===== src/rtl/ram_stream_buffer.sv =====
// ram_stream_buffer
// Takes one read job (start row, row count, direction, first/last byte
// bounds), fetches the rows from SRAM in order under a credit limit, holds
// them in an ENT_NUM-deep circular buffer and streams them to the MXU.
//
// Ports:
//   clk, rst_n            clock, asynchronous active-low reset
//   ctrl_*                job request (valid/ready); ctrl_rdy means idle
//   ram_read_vld/addr/rdy SRAM row read request channel
//   ram_rsp_vld/data      SRAM read response, in request order
//   mxu_vld/data/byte_en/last/rdy  output beat stream to the MXU
//   busy                  job in progress
//   done                  one-cycle pulse after the final beat is taken
module ram_stream_buffer #(
  parameter int DATA_WIDTH = 128,
  parameter int ADDR_WIDTH = 8,
  parameter int ENT_NUM    = 16,
  parameter int CNT_WIDTH  = 5,
  parameter int BYTE_W     = 4
) (
  input  logic                    clk,
  input  logic                    rst_n,
  input  logic                    ctrl_vld,
  output logic                    ctrl_rdy,
  input  logic [ADDR_WIDTH-1:0]   ctrl_start_addr,
  input  logic [CNT_WIDTH-1:0]    ctrl_ent_num,
  input  logic                    ctrl_dir,
  input  logic [BYTE_W-1:0]       ctrl_start_byte,
  input  logic [BYTE_W-1:0]       ctrl_end_byte,
  output logic                    ram_read_vld,
  output logic [ADDR_WIDTH-1:0]   ram_read_addr,
  input  logic                    ram_read_rdy,
  input  logic                    ram_rsp_vld,
  input  logic [DATA_WIDTH-1:0]   ram_rsp_data,
  output logic                    mxu_vld,
  output logic [DATA_WIDTH-1:0]   mxu_data,
  output logic [DATA_WIDTH/8-1:0] mxu_byte_en,
  output logic                    mxu_last,
  input  logic                    mxu_rdy,
  output logic                    busy,
  output logic                    done
);

  localparam int PTR_W  = $clog2(ENT_NUM);
  localparam int NBYTES = DATA_WIDTH / 8;

  typedef enum logic [1:0] {
    IDLE  = 2'd0,
    FETCH = 2'd1,
    DRAIN = 2'd2
  } state_t;

  state_t state_q, state_d;

  logic [ADDR_WIDTH-1:0] job_addr;
  logic [CNT_WIDTH-1:0]  job_num;
  logic                  job_dir;
  logic [BYTE_W-1:0]     job_start_byte;
  logic [BYTE_W-1:0]     job_end_byte;

  logic [CNT_WIDTH-1:0]  req_cnt;
  logic [CNT_WIDTH-1:0]  rsp_cnt;
  logic [CNT_WIDTH-1:0]  out_cnt;
  logic [PTR_W-1:0]      wptr;
  logic [PTR_W-1:0]      rptr;
  logic                  done_q;

  logic [DATA_WIDTH-1:0] mem [ENT_NUM];

  logic                  accept;
  logic                  req_fire;
  logic                  push;
  logic                  pop;
  logic                  last_fire;
  logic                  final_req;
  logic                  is_first;
  logic                  is_last;
  logic [CNT_WIDTH-1:0]  outstanding;
  logic [CNT_WIDTH-1:0]  occupancy;
  logic [CNT_WIDTH:0]    inflight;
  logic                  credit_ok;

  // Byte b is enabled unless it lies before the start byte of the first
  // beat or after the end byte of the final beat.
  function automatic logic [NBYTES-1:0] byte_mask(input logic first,
                                                  input logic last,
                                                  input logic [BYTE_W-1:0] lo,
                                                  input logic [BYTE_W-1:0] hi);
    logic [NBYTES-1:0] m;
    logic [BYTE_W-1:0] idx;
    m = '0;
    for (int b = 0; b < NBYTES; b++) begin
      idx  = BYTE_W'(b);
      m[b] = (!first || (idx >= lo)) && (!last || (idx <= hi));
    end
    return m;
  endfunction

  assign ctrl_rdy = (state_q == IDLE);
  assign busy     = ~ctrl_rdy;
  assign done     = done_q;
  assign accept   = ctrl_vld & ctrl_rdy;

  // Counts restart at zero for every job, so the in-flight and buffered
  // row counts fall out as differences of the running counters.
  assign outstanding = req_cnt - rsp_cnt;
  assign occupancy   = rsp_cnt - out_cnt;
  assign inflight    = {1'b0, outstanding} + {1'b0, occupancy};
  assign credit_ok   = inflight < (CNT_WIDTH+1)'(ENT_NUM);

  assign ram_read_vld  = (state_q == FETCH) && (req_cnt < job_num) && credit_ok;
  assign ram_read_addr = job_dir ? (job_addr - ADDR_WIDTH'(req_cnt))
                                 : (job_addr + ADDR_WIDTH'(req_cnt));
  assign req_fire      = ram_read_vld & ram_read_rdy;
  assign final_req     = req_fire && ((req_cnt + CNT_WIDTH'(1)) == job_num);

  // A response with nothing outstanding (e.g. in flight across a reset)
  // is dropped rather than written into the buffer.
  assign push = ram_rsp_vld && (outstanding != '0);

  assign mxu_vld     = (occupancy != '0);
  assign mxu_data    = mem[rptr];
  assign is_first    = (out_cnt == '0);
  assign is_last     = (out_cnt == (job_num - CNT_WIDTH'(1)));
  assign mxu_last    = mxu_vld & is_last;
  assign mxu_byte_en = byte_mask(is_first, is_last, job_start_byte, job_end_byte);
  assign pop         = mxu_vld & mxu_rdy;
  assign last_fire   = pop & is_last;

  always_comb begin
    state_d = state_q;
    case (state_q)
      IDLE:    if (accept && (ctrl_ent_num != '0)) state_d = FETCH;
      FETCH:   if (final_req) state_d = DRAIN;
      DRAIN:   if (last_fire) state_d = IDLE;
      default: state_d = IDLE;
    endcase
  end

  always_ff @(posedge clk or negedge rst_n) begin
    if (!rst_n) begin
      state_q        <= IDLE;
      job_addr       <= '0;
      job_num        <= '0;
      job_dir        <= 1'b0;
      job_start_byte <= '0;
      job_end_byte   <= '0;
      req_cnt        <= '0;
      rsp_cnt        <= '0;
      out_cnt        <= '0;
      wptr           <= '0;
      rptr           <= '0;
      done_q         <= 1'b0;
    end else begin
      state_q <= state_d;
      // A zero-row job completes immediately on accept.
      done_q  <= last_fire || (accept && (ctrl_ent_num == '0));
      if (accept) begin
        job_addr       <= ctrl_start_addr;
        job_num        <= ctrl_ent_num;
        job_dir        <= ctrl_dir;
        job_start_byte <= ctrl_start_byte;
        job_end_byte   <= ctrl_end_byte;
        req_cnt        <= '0;
        rsp_cnt        <= '0;
        out_cnt        <= '0;
      end else begin
        if (req_fire) req_cnt <= req_cnt + CNT_WIDTH'(1);
        if (push)     rsp_cnt <= rsp_cnt + CNT_WIDTH'(1);
        if (pop)      out_cnt <= out_cnt + CNT_WIDTH'(1);
      end
      if (push) wptr <= wptr + PTR_W'(1);
      if (pop)  rptr <= rptr + PTR_W'(1);
    end
  end

  // Row storage carries data only and is left unreset.
  always_ff @(posedge clk) begin
    if (push) mem[wptr] <= ram_rsp_data;
  end

endmodule


===== config.mk =====
export PLATFORM = sky130hd
export DESIGN_NAME = ram_stream_buffer
export DESIGN_NICKNAME = d
export VERILOG_FILES = /design/src/rtl/ram_stream_buffer.sv
export SDC_FILE = /design/constraint.sdc
export NUM_CORES = 2
export LEC_CHECK = 0
export CAP_MARGIN = 40
export CORE_MARGIN = 1.5
export CORE_UTILIZATION = 40
export CTS_BUF_LIST = sky130_fd_sc_hd__clkbuf_16
export CTS_CLUSTER_SIZE = 12
export DETAILED_ROUTE_END_ITERATION = 10
export SYNTH_ARGS = -nofsm -noshare
export SYNTH_HDL_FRONTEND = slang
export SYNTH_SLANG_ARGS = --single-unit

===== constraint.sdc =====
create_clock -name clk -period 13.3 [get_ports clk]
set_input_delay 3.99 -clock clk [delete_from_list [all_inputs] [get_ports clk]]
set_output_delay 3.99 -clock clk [all_outputs]
set_load 0.02 [all_outputs]

==> impl_metrics.csv <==
group,metric,value,unit
timing,finalHoldViolCount,0,
clocking,cts_tree,"built",
timing,fin_crit_sh,0.6534,
timing,timing.fmax,115.1,MHz
power_and_ir_drop,cellPowerDensity,223.7,nW/um2
clocking,clk_path_buf_depth,3,
timing,setup_viol,0,
floorplanning,core_area,202500,um2
clocking,post_cts_resized,0,
yosys,ys_warn_count,0,
yosys,synth_fp_nets,4436,
place,gp_congestion,0.7416,
timing,skew,0.03873,ns
timing,slew_violations,0,
grt,use_met3,0.03378,
floorplanning,die-area,207000,um2
detailed_routing,wl,202200,um
yosys,async_flop_share,0.02290,
yosys,synth_edf_count,2048,
setup_path,cp-end-kind,"output port",
grt,grt_max_degree,139,
cells_and_area,syn2layout_area_growth,15.62,%
power_and_ir_drop,seqPwrFrac,0.390,
floorplanning,core.rowCount,165,
setup_path,arrival,4.70,ns
timing,worst_pin_slew,1.106,ns
run_status,status,"finished, final reports clean",
cells_and_area,final_common_cell,"edfxtp_1",
timing,tns,0,ns
yosys,synth_seq_cells,2096,
timing,max_slew_margin,0.2626,
clocking,cts_root_buf,"clkbuf_16",
detailed_routing,drt_iter0_markers,3865,
yosys,synth_cells,4242,
yosys,synth_area,81700,um2
yosys,yosysUniqueCellTypes,59,
cells_and_area,fill_cells,16838,
detailed_routing,viasPerCell,5.593,
cells_and_area,layout-drive-gt1-share,0.1582,
timing,period_minus_slack,8.691,ns
clocking,htreeDepth,4,
power_and_ir_drop,internal_power,13.94,mW
grt,busiest_layer,"met2",
timing,rsz0062_at_grt,"no",
clocking,clkLatencyLatePin,0.85,ns
power_and_ir_drop,clockPowerShare,0.254,
grt,grt.total_usage,0.1940,
hold_path,min_path_type,"flip-flop to flip-flop",
floorplanning,io_pins,314,
floorplanning,die_h,454.9,um
yosys,synth.avg_cell_area,19.26,um2
detailed_routing,drc,0,
detailed_routing,wl_per_cell,27.24,um
run,cap_violations,0,
detailed_routing,detail_route.first_pass.iterations,5,
grt,antenna_found_initial,36,
grt,grt_pass1_wl,292400,um
cells_and_area,final_core_util,0.4664,
yosys,ys_seq_area_frac,0.7674,
power_and_ir_drop,pwr-share-comb,0.356,
clocking,clkTransAtPathRegs,0.06,ns
clocking,post_cts_buffers,0,
detailed_routing,ant_nets,0,
setup_path,path_max_fanout,57,
grt,overflow,0,
clocking,clock-sinks,2096,
clocking,numCtsBuffers,209,
detailed_routing,vias,41531,
setup_path,cp.required,9.31,ns
power_and_ir_drop,fin_total_pwr,21.13,mW
clocking,postCtsHoldBufs,0,
power_and_ir_drop,peakVddDrop,0.1727,mV
floorplanning,initial_core_util,0.4034,
grt,grt_pass1_vias,41877,
cells_and_area,layout.nets,4810,
grt,grt_util_met2,0.3184,
power_and_ir_drop,p_sw,7.186,mW
power_and_ir_drop,swShare,0.3401,
cells_and_area,layout_common_cells,"edfxtp_1, mux2i_1, clkdlybuf4s50_1",
place,dpl.hpwl,104700,um
setup_path,cp-start-kind,"flip-flop",
place,port_buffers,313,
yosys,synth_top_flop_cell,"edfxtp_1",
power_and_ir_drop,power_leakage,31.26,nW
grt,use_met1,0.2681,
floorplanning,die_x,454.9,um
setup_path,critical_path_class,"flip-flop to output port",
## power by group through the flow
stage          sequential, mW  clock, mW  combinational (mW)
2_1_floorplan            8.31          0                4.67
3_3_place_gp             8.36          0                7.52
3_5_place_dp             8.38          0                7.65
4_1_cts                  8.24       5.48                7.67
5_1_grt                  8.29       5.71                8.12
6_report                 8.24       5.37                7.52
## cell type report
class,instances,area [um2],area share
antenna,11,27.53,0.0002914
multi-input combinational,1877,17950,0.1900
sequential,2096,62720,0.6639
clock buffer,211,5280,0.05590
timing repair buffer,400,4197,0.04443
clock inverter,126,830.8,0.008795
inverter,32,120.1,0.001272
tap,2672,3343,0.03539
## state kept, by name, indices dropped and copies added, names as in the netlist
register and count:
state_q 2, out_cnt 5, job_dir 1, job_start_byte 4
mem 2048, job_end_byte 4, req_cnt 5, job_num 5
rptr 4, rsp_cnt 5, job_addr 8, wptr 4
done 1
## per-layer routing
layer  up-vias  wire, um
li1      18092         -
met5         -       169
met3       296     10610
met1     21959     88150
met4        26      4261
met2      1158     99050
## Yosys cell counts, types with 6 or more instances
master,number,share of area
o21ai_0,277,0.017
a21o_1,8,0.00074
and3_1,19,0.0015
mux2i_1,388,0.048
mux4_2,256,0.071
xor2_1,11,0.0012
nand2_1,199,0.0091
a22oi_1,131,0.012
nor2b_1,8,0.00061
buf_2,79,0.0048
a221oi_1,128,0.014
xnor2_1,23,0.0025
buf_4,9,0.00083
edfxtp_1,2048,0.75
clkbuf_1,146,0.0067
mux2_2,131,0.018
a21oi_1,151,0.0092
ha_1,35,0.0054
nor3_1,8,0.00049
or3_1,6,0.00046
nand3_1,9,0.00055
nand2b_1,7,0.00054
nor2_1,27,0.0012
dfrtp_1,48,0.015
inv_1,31,0.0014
## worst paths after layout
kind | start | to | slack (ns) | depth (start not counted)
worst max-delay path | rptr[2]$_DFFE_PN0P_ | mxu_data[87] | 4.61 | 8
worst min-delay path | job_addr[6]$_DFFE_PN0P_ | job_addr[6]$_DFFE_PN0P_ | 0.49 | 2
worst max register to register | req_cnt[0]$_DFFE_PN0P_ | mem[2][33]$_DFFE_PP_ | 8.37 | 12
worst min register to register | job_addr[6]$_DFFE_PN0P_ | job_addr[6]$_DFFE_PN0P_ | 0.49 | 2
max in group asynchronous | rst_n | rptr[1]$_DFFE_PN0P_ | 9.49 | 2
min in group asynchronous | rst_n | job_addr[2]$_DFFE_PN0P_ | 3.28 | 2
## metrics by stage
stage | instance area, um2 | cells | hold slack (ns) | setup slack (ns)
after floorplan | 81710 | 4242 | 0.4523 | 3.461
after global placement | 87960 | 7062 | 0.4767 | 5.171
after detailed placement | 88320 | 7077 | 0.4735 | 5.430
after CTS | 94430 | 7414 | 0.4889 | 4.504
after global routing | 94450 | 7420 | 0.5261 | 4.405
final | 94460 | 7425 | 0.4914 | 4.609
## cell families after synthesis
kind of cell               count (synthesis)  share of synthesized area
DFF                                     2096                     0.7674
adders and majority gates                 38                   0.006095
muxes                                    775                     0.1362
xor gates and xnor gates                  35                   0.003844
buffers and inverters                    269                    0.01417
and+or+nand+nor                          303                    0.01633
AOI/OAI and AO/OA                        726                    0.05597
## worst max-delay path, cell delays in order (launching register included)
cell and delay, ns:
dfrtp_4 0.88, nor2b_4 0.31, buf_4 0.37, buf_16 0.29, buf_4 0.70, a221oi_1 0.26, a22oi_1 0.23, nand2_1 0.17
clkdlybuf4s50_1 0.61
(Power assumes the default switching activity.)
